`config.mk`:
```
export PLATFORM = sky130hd
export DESIGN_NAME = nd_1ton
export DESIGN_NICKNAME = d
export VERILOG_FILES = /design/src/rtl/nd_1ton.sv
export SDC_FILE = /design/constraint.sdc
export NUM_CORES = 1
export LEC_CHECK = 0
export ABC_CLOCK_PERIOD_IN_PS = 3100
export CORE_ASPECT_RATIO = 1.1
export CORE_UTILIZATION = 49
export CTS_CLUSTER_DIAMETER = 200
export CTS_CLUSTER_SIZE = 10
export DETAILED_ROUTE_END_ITERATION = 10
export PLACE_DENSITY = 0.8
export SYNTH_ARGS = -nofsm -noshare
export SYNTH_HDL_FRONTEND = slang
export SYNTH_SLANG_ARGS = --single-unit
```
`constraint.sdc`:
```
create_clock -name i_clk -period 3.1 [get_ports i_clk]
set_clock_uncertainty 0.15 [all_clocks]
set_input_delay 0.465 -clock i_clk [delete_from_list [all_inputs] [get_ports i_clk]]
set_output_delay 0.465 -clock i_clk [all_outputs]
set_load 0.05 [all_outputs]
```
`src/rtl/nd_1ton.sv`:
```
// nd_1ton: 1-to-NOUT comparator routing node for the messaging-cells fabric.
// Each received word is classified against per-output operator/reference
// pairs (lowest matching entry wins, else DFLT_OUT; DFLT_OUT >= NOUT drops),
// buffered in a per-output FIFO and re-issued on a four-phase send channel.
// Optional build macro: NS_ND_1TON_SYNC_EN adds 2-flop synchronisers on
// rcv0_req and every snd_ack for peers on unrelated clocks.

`ifndef NS_ADDRESS_SIZE
`define NS_ADDRESS_SIZE 6
`endif
`ifndef NS_DATA_SIZE
`define NS_DATA_SIZE 32
`endif
`ifndef NS_EQ_OP
`define NS_EQ_OP 4'd0
`endif
`ifndef NS_NE_OP
`define NS_NE_OP 4'd1
`endif
`ifndef NS_LT_OP
`define NS_LT_OP 4'd2
`endif
`ifndef NS_GT_OP
`define NS_GT_OP 4'd3
`endif
`ifndef NS_LE_OP
`define NS_LE_OP 4'd4
`endif
`ifndef NS_GE_OP
`define NS_GE_OP 4'd5
`endif

module nd_1ton #(
  parameter int unsigned           ASZ      = `NS_ADDRESS_SIZE,
  parameter int unsigned           DSZ      = `NS_DATA_SIZE,
  parameter int unsigned           NOUT     = 4,
  parameter int unsigned           DEPTH    = 4,
  parameter logic [NOUT*4-1:0]     OPERS    = '0,
  parameter logic [NOUT*DSZ-1:0]   REF_VALS = '0,
  parameter int unsigned           DFLT_OUT = NOUT
) (
  input  logic                  i_clk,
  input  logic                  reset,
  output logic                  ready,
  input  logic [DSZ-1:0]        rcv0_dat,
  input  logic                  rcv0_req,
  output logic                  rcv0_ack,
  output logic [NOUT*DSZ-1:0]   snd_dat,
  output logic [NOUT-1:0]       snd_req,
  input  logic [NOUT-1:0]       snd_ack,
  output logic                  o_err
);

  localparam int unsigned TW = $clog2(NOUT + 1);
  localparam int unsigned AW = $clog2(DEPTH);
  localparam int unsigned CW = AW + 1;
  localparam logic [TW-1:0] DROP_T = TW'(NOUT);
  localparam logic [TW-1:0] DFLT_T = (DFLT_OUT < NOUT) ? TW'(DFLT_OUT) : DROP_T;

  if (NOUT < 2 || NOUT > 8) begin : g_bad_nout
    $error("nd_1ton: NOUT must be in 2..8");
  end
  if (DEPTH < 2 || (DEPTH & (DEPTH - 1)) != 0) begin : g_bad_depth
    $error("nd_1ton: DEPTH must be a power of two, at least 2");
  end
  if (ASZ > DSZ) begin : g_bad_asz
    $error("nd_1ton: address field wider than the data word");
  end

  typedef enum logic {R_IDLE, R_ACK} rcv_state_t;
  typedef enum logic [1:0] {S_IDLE, S_WAIT, S_LOW} snd_state_t;

  rcv_state_t       r_state, r_next;
  snd_state_t       s_state [NOUT];
  snd_state_t       s_next  [NOUT];

  logic             req_s;
  logic [NOUT-1:0]  ack_s;

  logic [NOUT-1:0]  hit;
  logic [TW-1:0]    tgt;
  logic             rx_go, take_now, drop_now;
  logic [NOUT-1:0]  wr_en, pop, full, empty;
  logic [NOUT:0]    full_x;

  logic [DSZ-1:0]   mem    [NOUT][DEPTH];
  logic [AW-1:0]    wr_ptr [NOUT];
  logic [AW-1:0]    rd_ptr [NOUT];
  logic [CW-1:0]    cnt    [NOUT];

`ifdef NS_ND_1TON_SYNC_EN
  logic [1:0]       req_sync;
  logic [NOUT-1:0]  ack_sync1, ack_sync2;

  // Two-flop synchronisers for the handshake inputs from foreign clock domains
  always_ff @(posedge i_clk or posedge reset) begin
    if (reset) begin
      req_sync  <= '0;
      ack_sync1 <= '0;
      ack_sync2 <= '0;
    end else begin
      req_sync  <= {req_sync[0], rcv0_req};
      ack_sync1 <= snd_ack;
      ack_sync2 <= ack_sync1;
    end
  end

  assign req_s = req_sync[1];
  assign ack_s = ack_sync2;
`else
  assign req_s = rcv0_req;
  assign ack_s = snd_ack;
`endif

  // Node is ready from the first clock edge after reset release
  always_ff @(posedge i_clk or posedge reset) begin
    if (reset) ready <= 1'b0;
    else       ready <= 1'b1;
  end

  // Per-entry unsigned comparison; unknown operator codes never match
  always_comb begin
    hit = '0;
    for (int unsigned k = 0; k < NOUT; k++) begin
      case (OPERS[4*k +: 4])
        `NS_EQ_OP: hit[k] = (rcv0_dat == REF_VALS[DSZ*k +: DSZ]);
        `NS_NE_OP: hit[k] = (rcv0_dat != REF_VALS[DSZ*k +: DSZ]);
        `NS_LT_OP: hit[k] = (rcv0_dat <  REF_VALS[DSZ*k +: DSZ]);
        `NS_GT_OP: hit[k] = (rcv0_dat >  REF_VALS[DSZ*k +: DSZ]);
        `NS_LE_OP: hit[k] = (rcv0_dat <= REF_VALS[DSZ*k +: DSZ]);
        `NS_GE_OP: hit[k] = (rcv0_dat >= REF_VALS[DSZ*k +: DSZ]);
        default:   hit[k] = 1'b0;
      endcase
    end
  end

  // Lowest matching entry wins; scanning downward lets lower k overwrite
  always_comb begin
    tgt = DFLT_T;
    for (int unsigned k = NOUT; k > 0; k--) begin
      if (hit[k-1]) tgt = TW'(k - 1);
    end
  end

  // Ingress accept/drop decision; full is the pre-edge count, so a same-edge pop does not help
  always_comb begin
    full_x   = {1'b1, full};
    rx_go    = (r_state == R_IDLE) && ready && req_s;
    drop_now = rx_go && (tgt == DROP_T);
    take_now = rx_go && (tgt != DROP_T) && !full_x[tgt];
  end

  // Ingress state register
  always_ff @(posedge i_clk or posedge reset) begin
    if (reset) r_state <= R_IDLE;
    else       r_state <= r_next;
  end

  // Ingress next state: a full target keeps us idle with ack low (head-of-line block)
  always_comb begin
    r_next = r_state;
    case (r_state)
      R_IDLE:  if (take_now || drop_now) r_next = R_ACK;
      R_ACK:   if (!req_s) r_next = R_IDLE;
      default: r_next = R_IDLE;
    endcase
  end

  // Ingress outputs: ack while in R_ACK, one-hot FIFO write on acceptance
  always_comb begin
    rcv0_ack = (r_state == R_ACK);
    for (int unsigned k = 0; k < NOUT; k++) begin
      wr_en[k] = take_now && (tgt == TW'(k));
    end
  end

  // Sticky routing error, cleared only by reset
  always_ff @(posedge i_clk or posedge reset) begin
    if (reset)         o_err <= 1'b0;
    else if (drop_now) o_err <= 1'b1;
  end

  // FIFO storage, not reset: contents are only visible through the pointers
  always_ff @(posedge i_clk) begin
    for (int unsigned k = 0; k < NOUT; k++) begin
      if (wr_en[k]) mem[k][wr_ptr[k]] <= rcv0_dat;
    end
  end

  // FIFO pointers and occupancy; reset flushes every queue
  always_ff @(posedge i_clk or posedge reset) begin
    if (reset) begin
      for (int unsigned k = 0; k < NOUT; k++) begin
        wr_ptr[k] <= '0;
        rd_ptr[k] <= '0;
        cnt[k]    <= '0;
      end
    end else begin
      for (int unsigned k = 0; k < NOUT; k++) begin
        if (wr_en[k]) wr_ptr[k] <= wr_ptr[k] + AW'(1);
        if (pop[k])   rd_ptr[k] <= rd_ptr[k] + AW'(1);
        cnt[k] <= cnt[k] + CW'(wr_en[k]) - CW'(pop[k]);
      end
    end
  end

  // FIFO status flags
  always_comb begin
    for (int unsigned k = 0; k < NOUT; k++) begin
      full[k]  = (cnt[k] == CW'(DEPTH));
      empty[k] = (cnt[k] == '0);
    end
  end

  // Egress state registers
  always_ff @(posedge i_clk or posedge reset) begin
    if (reset) begin
      for (int unsigned k = 0; k < NOUT; k++) s_state[k] <= S_IDLE;
    end else begin
      for (int unsigned k = 0; k < NOUT; k++) s_state[k] <= s_next[k];
    end
  end

  // Egress next state per output channel
  always_comb begin
    for (int unsigned k = 0; k < NOUT; k++) begin
      s_next[k] = s_state[k];
      case (s_state[k])
        S_IDLE:  if (!empty[k]) s_next[k] = S_WAIT;
        S_WAIT:  if (ack_s[k])  s_next[k] = S_LOW;
        S_LOW:   if (!ack_s[k]) s_next[k] = S_IDLE;
        default: s_next[k] = S_IDLE;
      endcase
    end
  end

  // Egress outputs: head word shown only while requesting, so idle/reset data reads 0
  always_comb begin
    snd_req = '0;
    pop     = '0;
    snd_dat = '0;
    for (int unsigned k = 0; k < NOUT; k++) begin
      if (s_state[k] == S_WAIT) begin
        snd_req[k]             = 1'b1;
        pop[k]                 = ack_s[k];
        snd_dat[DSZ*k +: DSZ]  = mem[k][rd_ptr[k]];
      end
    end
  end

endmodule
```
**Word level (Yosys, flattened, before mapping)**

Memory sizes are Yosys's and may differ from the RTL's.
Index checks and enable logic that the tools add are counted.
Widths: inputs -> output; s select.

- Memories: 1
- Register bits after elaboration: 39
- Memory bits (writable): 512

- $add $sub $neg: 16
- $lt $le $gt $ge: 13
- Mux-type cells: 71
- Eq/ne operators: 29
- Reductions and logical operators: 32
- Bitwise gates (word level): 9

Memories:

| memory | words | width | rd ports | clocked after Yosys merged registers in | write ports | line | text |
|---|---|---|---|---|---|---|---|
| mem | 4 | 128 | 4 | 0 | 1 | 86 | `logic [DSZ-1:0] mem [NOUT][DEPTH];` |

Operators by type and width:

| cell | number |
|---|---|
| $mux 128 | 10 |
| $mux 32 | 16 |
| $reduce_or 128->1 | 3 |
| $bmux 32 s2 | 4 |
| $demux 32 s2 | 4 |
| $logic_not 32->1 | 1 |
| $mux 2 | 15 |
| $ge 3x3->1 const B | 8 |
| $ne 2x2->1 const B | 12 |
| $not 2->3 | 8 |
| $pmux 2 s3 | 4 |
| $add 2x1->2 const B | 8 |
| $eq 3x3->1 const B | 5 |
| $logic_not 3->1 | 5 |
| $mux 1 | 15 |
| $logic_and 1x1->1 | 13 |
| $add 3x1->3 | 4 |
| $lt 3x1->1 const B | 4 |
| $reduce_and 3->1 | 4 |
| $sub 3x1->3 | 4 |
| $eq 2x1->1 const B | 4 |
| $eq 2x2->1 const B | 4 |
| $logic_not 2->1 | 4 |
| $eq 3x2->1 const B | 2 |
| other kinds (9) | 9 |

**Logic depth before layout (Yosys ltp)**

- Depth after elaboration: 13
- Mapped depth: 9
- Mapped depth without buffers: 9

**Worst setup path after synthesis**

Ideal clock, no wire load.

- Path type: input port to flip-flop
- Start point: in rcv0_dat[18]
- End point: reg cnt[11] (netlist bit)
- Path buffers: 0
- Stages on the path: 8
- Path slack: 0.637 ns
- Data required time: 2.826 ns
- Data arrival time: 2.189 ns
- Library setup time: 0.124 ns
- Path through: nor4_2 nand4_1 nor4b_4 ha_1 inv_1 fa_1 xnor2_1 xnor2_1

- Longest elaborated chain between the ends: 9
- Elaborated cells between the ends (all ways): 12
- Classes of those cells: add/sub: 2; eq/ne: 1; mux: 3; reduce/logical: 6

Ends and longest elaborated chain:

| what | line | text |
|---|---|---|
| start: declaration | 45 | `input logic [DSZ-1:0] rcv0_dat,` |
| $logic_not 32->1 * | 126 | `` `NS_EQ_OP: hit[k] = (rcv0_dat == REF_VALS[DSZ*k +: DSZ]); `` |
| $mux 3 * | 141 | `if (hit[k-1]) tgt = TW'(k - 1);` |
| $bmux 1 s3 | 150 | `take_now = rx_go && (tgt != DROP_T) && !full_x[tgt];` |
| $mux 1 (implied by the code) | 150 |  |
| $logic_not 1->1 | 150 |  |
| $logic_and 1x1->1 | 150 |  |
| $logic_and 1x1->1 * | 173 | `wr_en[k] = take_now && (tgt == TW'(k));` |
| net wr_en[0] | 83 | `logic [NOUT-1:0] wr_en, pop, full, empty;` |
| $add 3x1->3 * | 202 | `cnt[k] <= cnt[k] + CW'(wr_en[k]) - CW'(pop[k]);` |
| $sub 3x1->3 * | 202 |  |
| end signal: indexed assignment | 202 |  |
| end: declaration | 89 | `logic [CW-1:0] cnt [NOUT];` |

The timed path passes the listed nets; every way through them passes the cells marked *. The select of a mux whose other input is x is not followed.
A chain may end at the register's enable or synchronous reset.

**Worst setup path in the final report**

- Start point: in rcv0_dat[8]
- End point: reg cnt[11] (netlist bit)

Same word-level chain as after synthesis.

==> results.yml <==
sta:
  min_period_ns: 2.78
  fmax_mhz: 360
  finalHoldViolCount: 0
  worstMarginPinSlew_ns: 0.773
  setup_viol: 0
  rsz0062_at_grt: "false"
  fin_tns_setup_ns: 0
  drv_slew: 0
  slew_headroom_pct: 48.4
  period_share_pct: 89.7
grt:
  grt_max_degree: 27
  grt_usage_pct: 18.8
  grt_antenna_before_repair: 0
  grt_first_pass_wirelength_um: 19400
  grt-ovfl-total: 0
  grt_pass1_vias: 3597
setup_path:
  timing_worst_setup_path_type: "in -> reg"
  crit_buf_inv: 3
  crit_required_ns: 3.28
  rr_worst_depth: 9
  crit_path_cell_trace: "clkdlybuf4s50_1, nor4_1, buf_4, nand4_1, nor4b_4, ha_1, inv_1, fa_1, xnor2_1, xnor2_1"
  crit_arrival_ns: 2.96
  crit_slowest_cell: "clkdlybuf4s50_1"
  worst_r2r_startpoint: "s_state[6]"
  crit_top_cell: "xnor2_1"
  critPathLaunchType: "input pin"
  cp_slowest_stage_delay_ns: 0.48
  critPathTopFamily: "simple AND/OR/NAND/NOR gates"
  r2r_slack_ns: 0.75
  cp_max_fo: 5
  end_kind: "flip-flop"
  r2r_end: "cnt[11]"
power_and_ir_drop:
  irDropWorstVdd_mv: 0.453
  p_int_w: 0.00538
  clkPwrFrac_pct: 26.6
  p_sw_share_pct: 34.5
  power_density_nw_per_um2: 937
  pwr-share-seq_pct: 31.2
  p_comb_share_pct: 42.2
  p_total_w: 0.00822
  leakagePower_nw: 3.35
  p_switching_w: 0.00283
job:
  max_cap_violations: 0
layout:
  layout_common_cells: "edfxtp_1 (128), conb_1 (97), clkdlybuf4s50_1 (45)"
  area_delta_synth_final_pct: 26.8
  fin_nets: 587
  multi_input_area_um2: 1890
  register_area_um2: 4520
  final_layout_size_suffix_gt1_share_pct: 25.2
  layout.cells.most_common: "edfxtp_1"
  n_antenna_cell: 0
  fillerInstances: 984
drt:
  viasPerCell: 4.74
  drt-initial-drc-count: 274
  wl_um: 12400
  dr.pass1.iters: 4
  post_drt_wl_per_cell_um: 16.8
  ant_nets: 0
  route.detailed.drc: 0
  num_vias: 3488
die:
  start_util_pct: 50.1
  design.core.area_um2: 13800
  fp-row-count: 45
  dieHeight_um: 127
  fp.dieW_um: 115
  ios: 174
  dieArea_um2: 14600
hold_path:
  hp-class: "reg -> reg"
  min_to: "s_state[4]"
  min_from: "s_state[5]"
  whs_path_depth: 1
synth:
  synthCells: 421
  synth_area_per_cell_um2: 16.4
  synth.distinct_cells: 29
  synth_area_leaders: "edfxtp_1 (56%), buf_4 (11%), mux4_2 (10%)"
  yosys.area.top_type: "edfxtp_1"
  netlist_area_um2: 6920
  ys_ff_latch: 155
  yosysTopAreaCellShare_pct: 55.6
  ys_warn_count: 0
  ys_seq_area_share_pct: 65.4
clock_tree:
  cts_setup_buffers: 0
  cts_made_buffers: 17
  clkLatencyLatePin_ns: 0.41
  cts_tree: "built"
  cts.clk_slew.worst_paths_ns: 0.06
  h-tree-depth: 4
  cts-root-buf: "clkbuf_16"
  postCtsResizedCells: 0
  cts.sinks: 155
  hold_buffers: 0
  clock_path_buffers: 2
place:
  dpl.hpwl_um: 8480
  portBuffers: 77
  routabilityCongestion: 0.729
run_status:
  status: "finished, final reports clean"
logic make-up (layout without fill, tap and decap cells):
kind of cell / Yosys count / in the layout / synth area share [%]
XOR/XNOR: 8 / 8 / 1.01
AO/OA/AOI/OAI: 11 / 11 / 1.14
buffers and inverters: 130 / 162 / 12.6
multiplexers: 33 / 33 / 10.6
other: 2 / 97 / 0.109
adder cells (fa/ha/maj): 13 / 13 / 2.46
AND/OR/NAND/NOR: 69 / 69 / 6.73
flip-flops: 155 / 155 / 65.4
per-stage QoR:
| stage | instance area, um^2 | hold WS [ns] | std cells | util, % | setup slack [ns] |
|---|---|---|---|---|---|
| after floorplan | 7270 | 0.269 | 516 | - | 0.637 |
| after global placement | 8140 | 0.278 | 704 | 59.0 | 0.0328 |
| after detailed placement | 8140 | 0.291 | 704 | 59.0 | -0.0813 |
| after CTS | 8770 | 0.299 | 736 | 63.6 | 0.309 |
| after global routing | 8770 | 0.311 | 736 | 63.6 | 0.177 |
| final | 8770 | 0.299 | 736 | 63.6 | 0.320 |
worst reg2reg max path: cells and delay by family, from the launching register on:
family,cells,cell delay (ns)
xor gates and xnor gates,2,0.33
adders and majority gates,3,0.77
buffers and inverters,2,0.12
DFF,1,0.38
and+or+nand+nor,2,0.52
layer usage:
| layer | GRT usage, % | share of wire, % | vias to the layer above |
|---|---|---|---|
| met3 | 5.21 | 5.0 | 20 |
| li1 | - | - | 1572 |
| met4 | 7.64 | 1.9 | 0 |
| met5 | 0 | 0 | - |
| met1 | 20.4 | 37 | 1742 |
| met2 | 34.2 | 56 | 154 |
power by group through the flow:
| stage | logic [W] | registers [W] | clock network (W) |
|---|---|---|---|
| floorplan | 0.00228 | 0.00253 | 0 |
| global placement | 0.00344 | 0.00260 | 0 |
| detailed placement | 0.00351 | 0.00261 | 0 |
| CTS | 0.00352 | 0.00257 | 0.00223 |
| global route | 0.00366 | 0.00259 | 0.00230 |
| finish | 0.00347 | 0.00257 | 0.00219 |
worst max path at each step:
stage                             from          end  slack (ns)  depth (start not counted)
after CTS                    rd_ptr[6]  snd_dat[12]        0.31                          4
after detailed placement  rcv0_dat[27]      cnt[11]       -0.08                          9
after global placement     rcv0_dat[1]      cnt[11]        0.03                          9
after global routing       rcv0_dat[5]      cnt[11]        0.18                         10
after floorplan           rcv0_dat[18]      cnt[11]        0.64                          8
final                      rcv0_dat[8]      cnt[11]        0.32                         10
flip-flops by register name, summed over array words and instances, names as in the netlist:
signal    count
o_err         1
s_state       8
ready         1
wr_ptr        2
cnt          12
rd_ptr        2
rcv0_ack      1
mem         128
synth_stat cells, drive strengths merged:
library cell and number:
edfxtp 128, buf 104, and2 40, mux4 32, dfrtp 27, inv 19
ha 12, nor4 11, nor2b 8, clkbuf 7, nor2 4, o21a 4
xnor2 4, xor2 4, a211oi 3, conb 2, nand2 2, nand4 2
a21oi 1, a221oi 1, fa 1, mux2 1, nand3b 1, nor4b 1
o21ai 1, o21bai 1
final cells by class:
cell class | count | area share (%)
Clock buffer | 19 | 4.94
Clock inverter | 13 | 2.27
Inverter | 19 | 0.813
Multi-Input combinational cell | 231 | 21.5
Sequential cell | 155 | 51.6
Tap cell | 188 | 2.68
Timing Repair Buffer | 111 | 16.2
(Power assumes the default switching activity.)
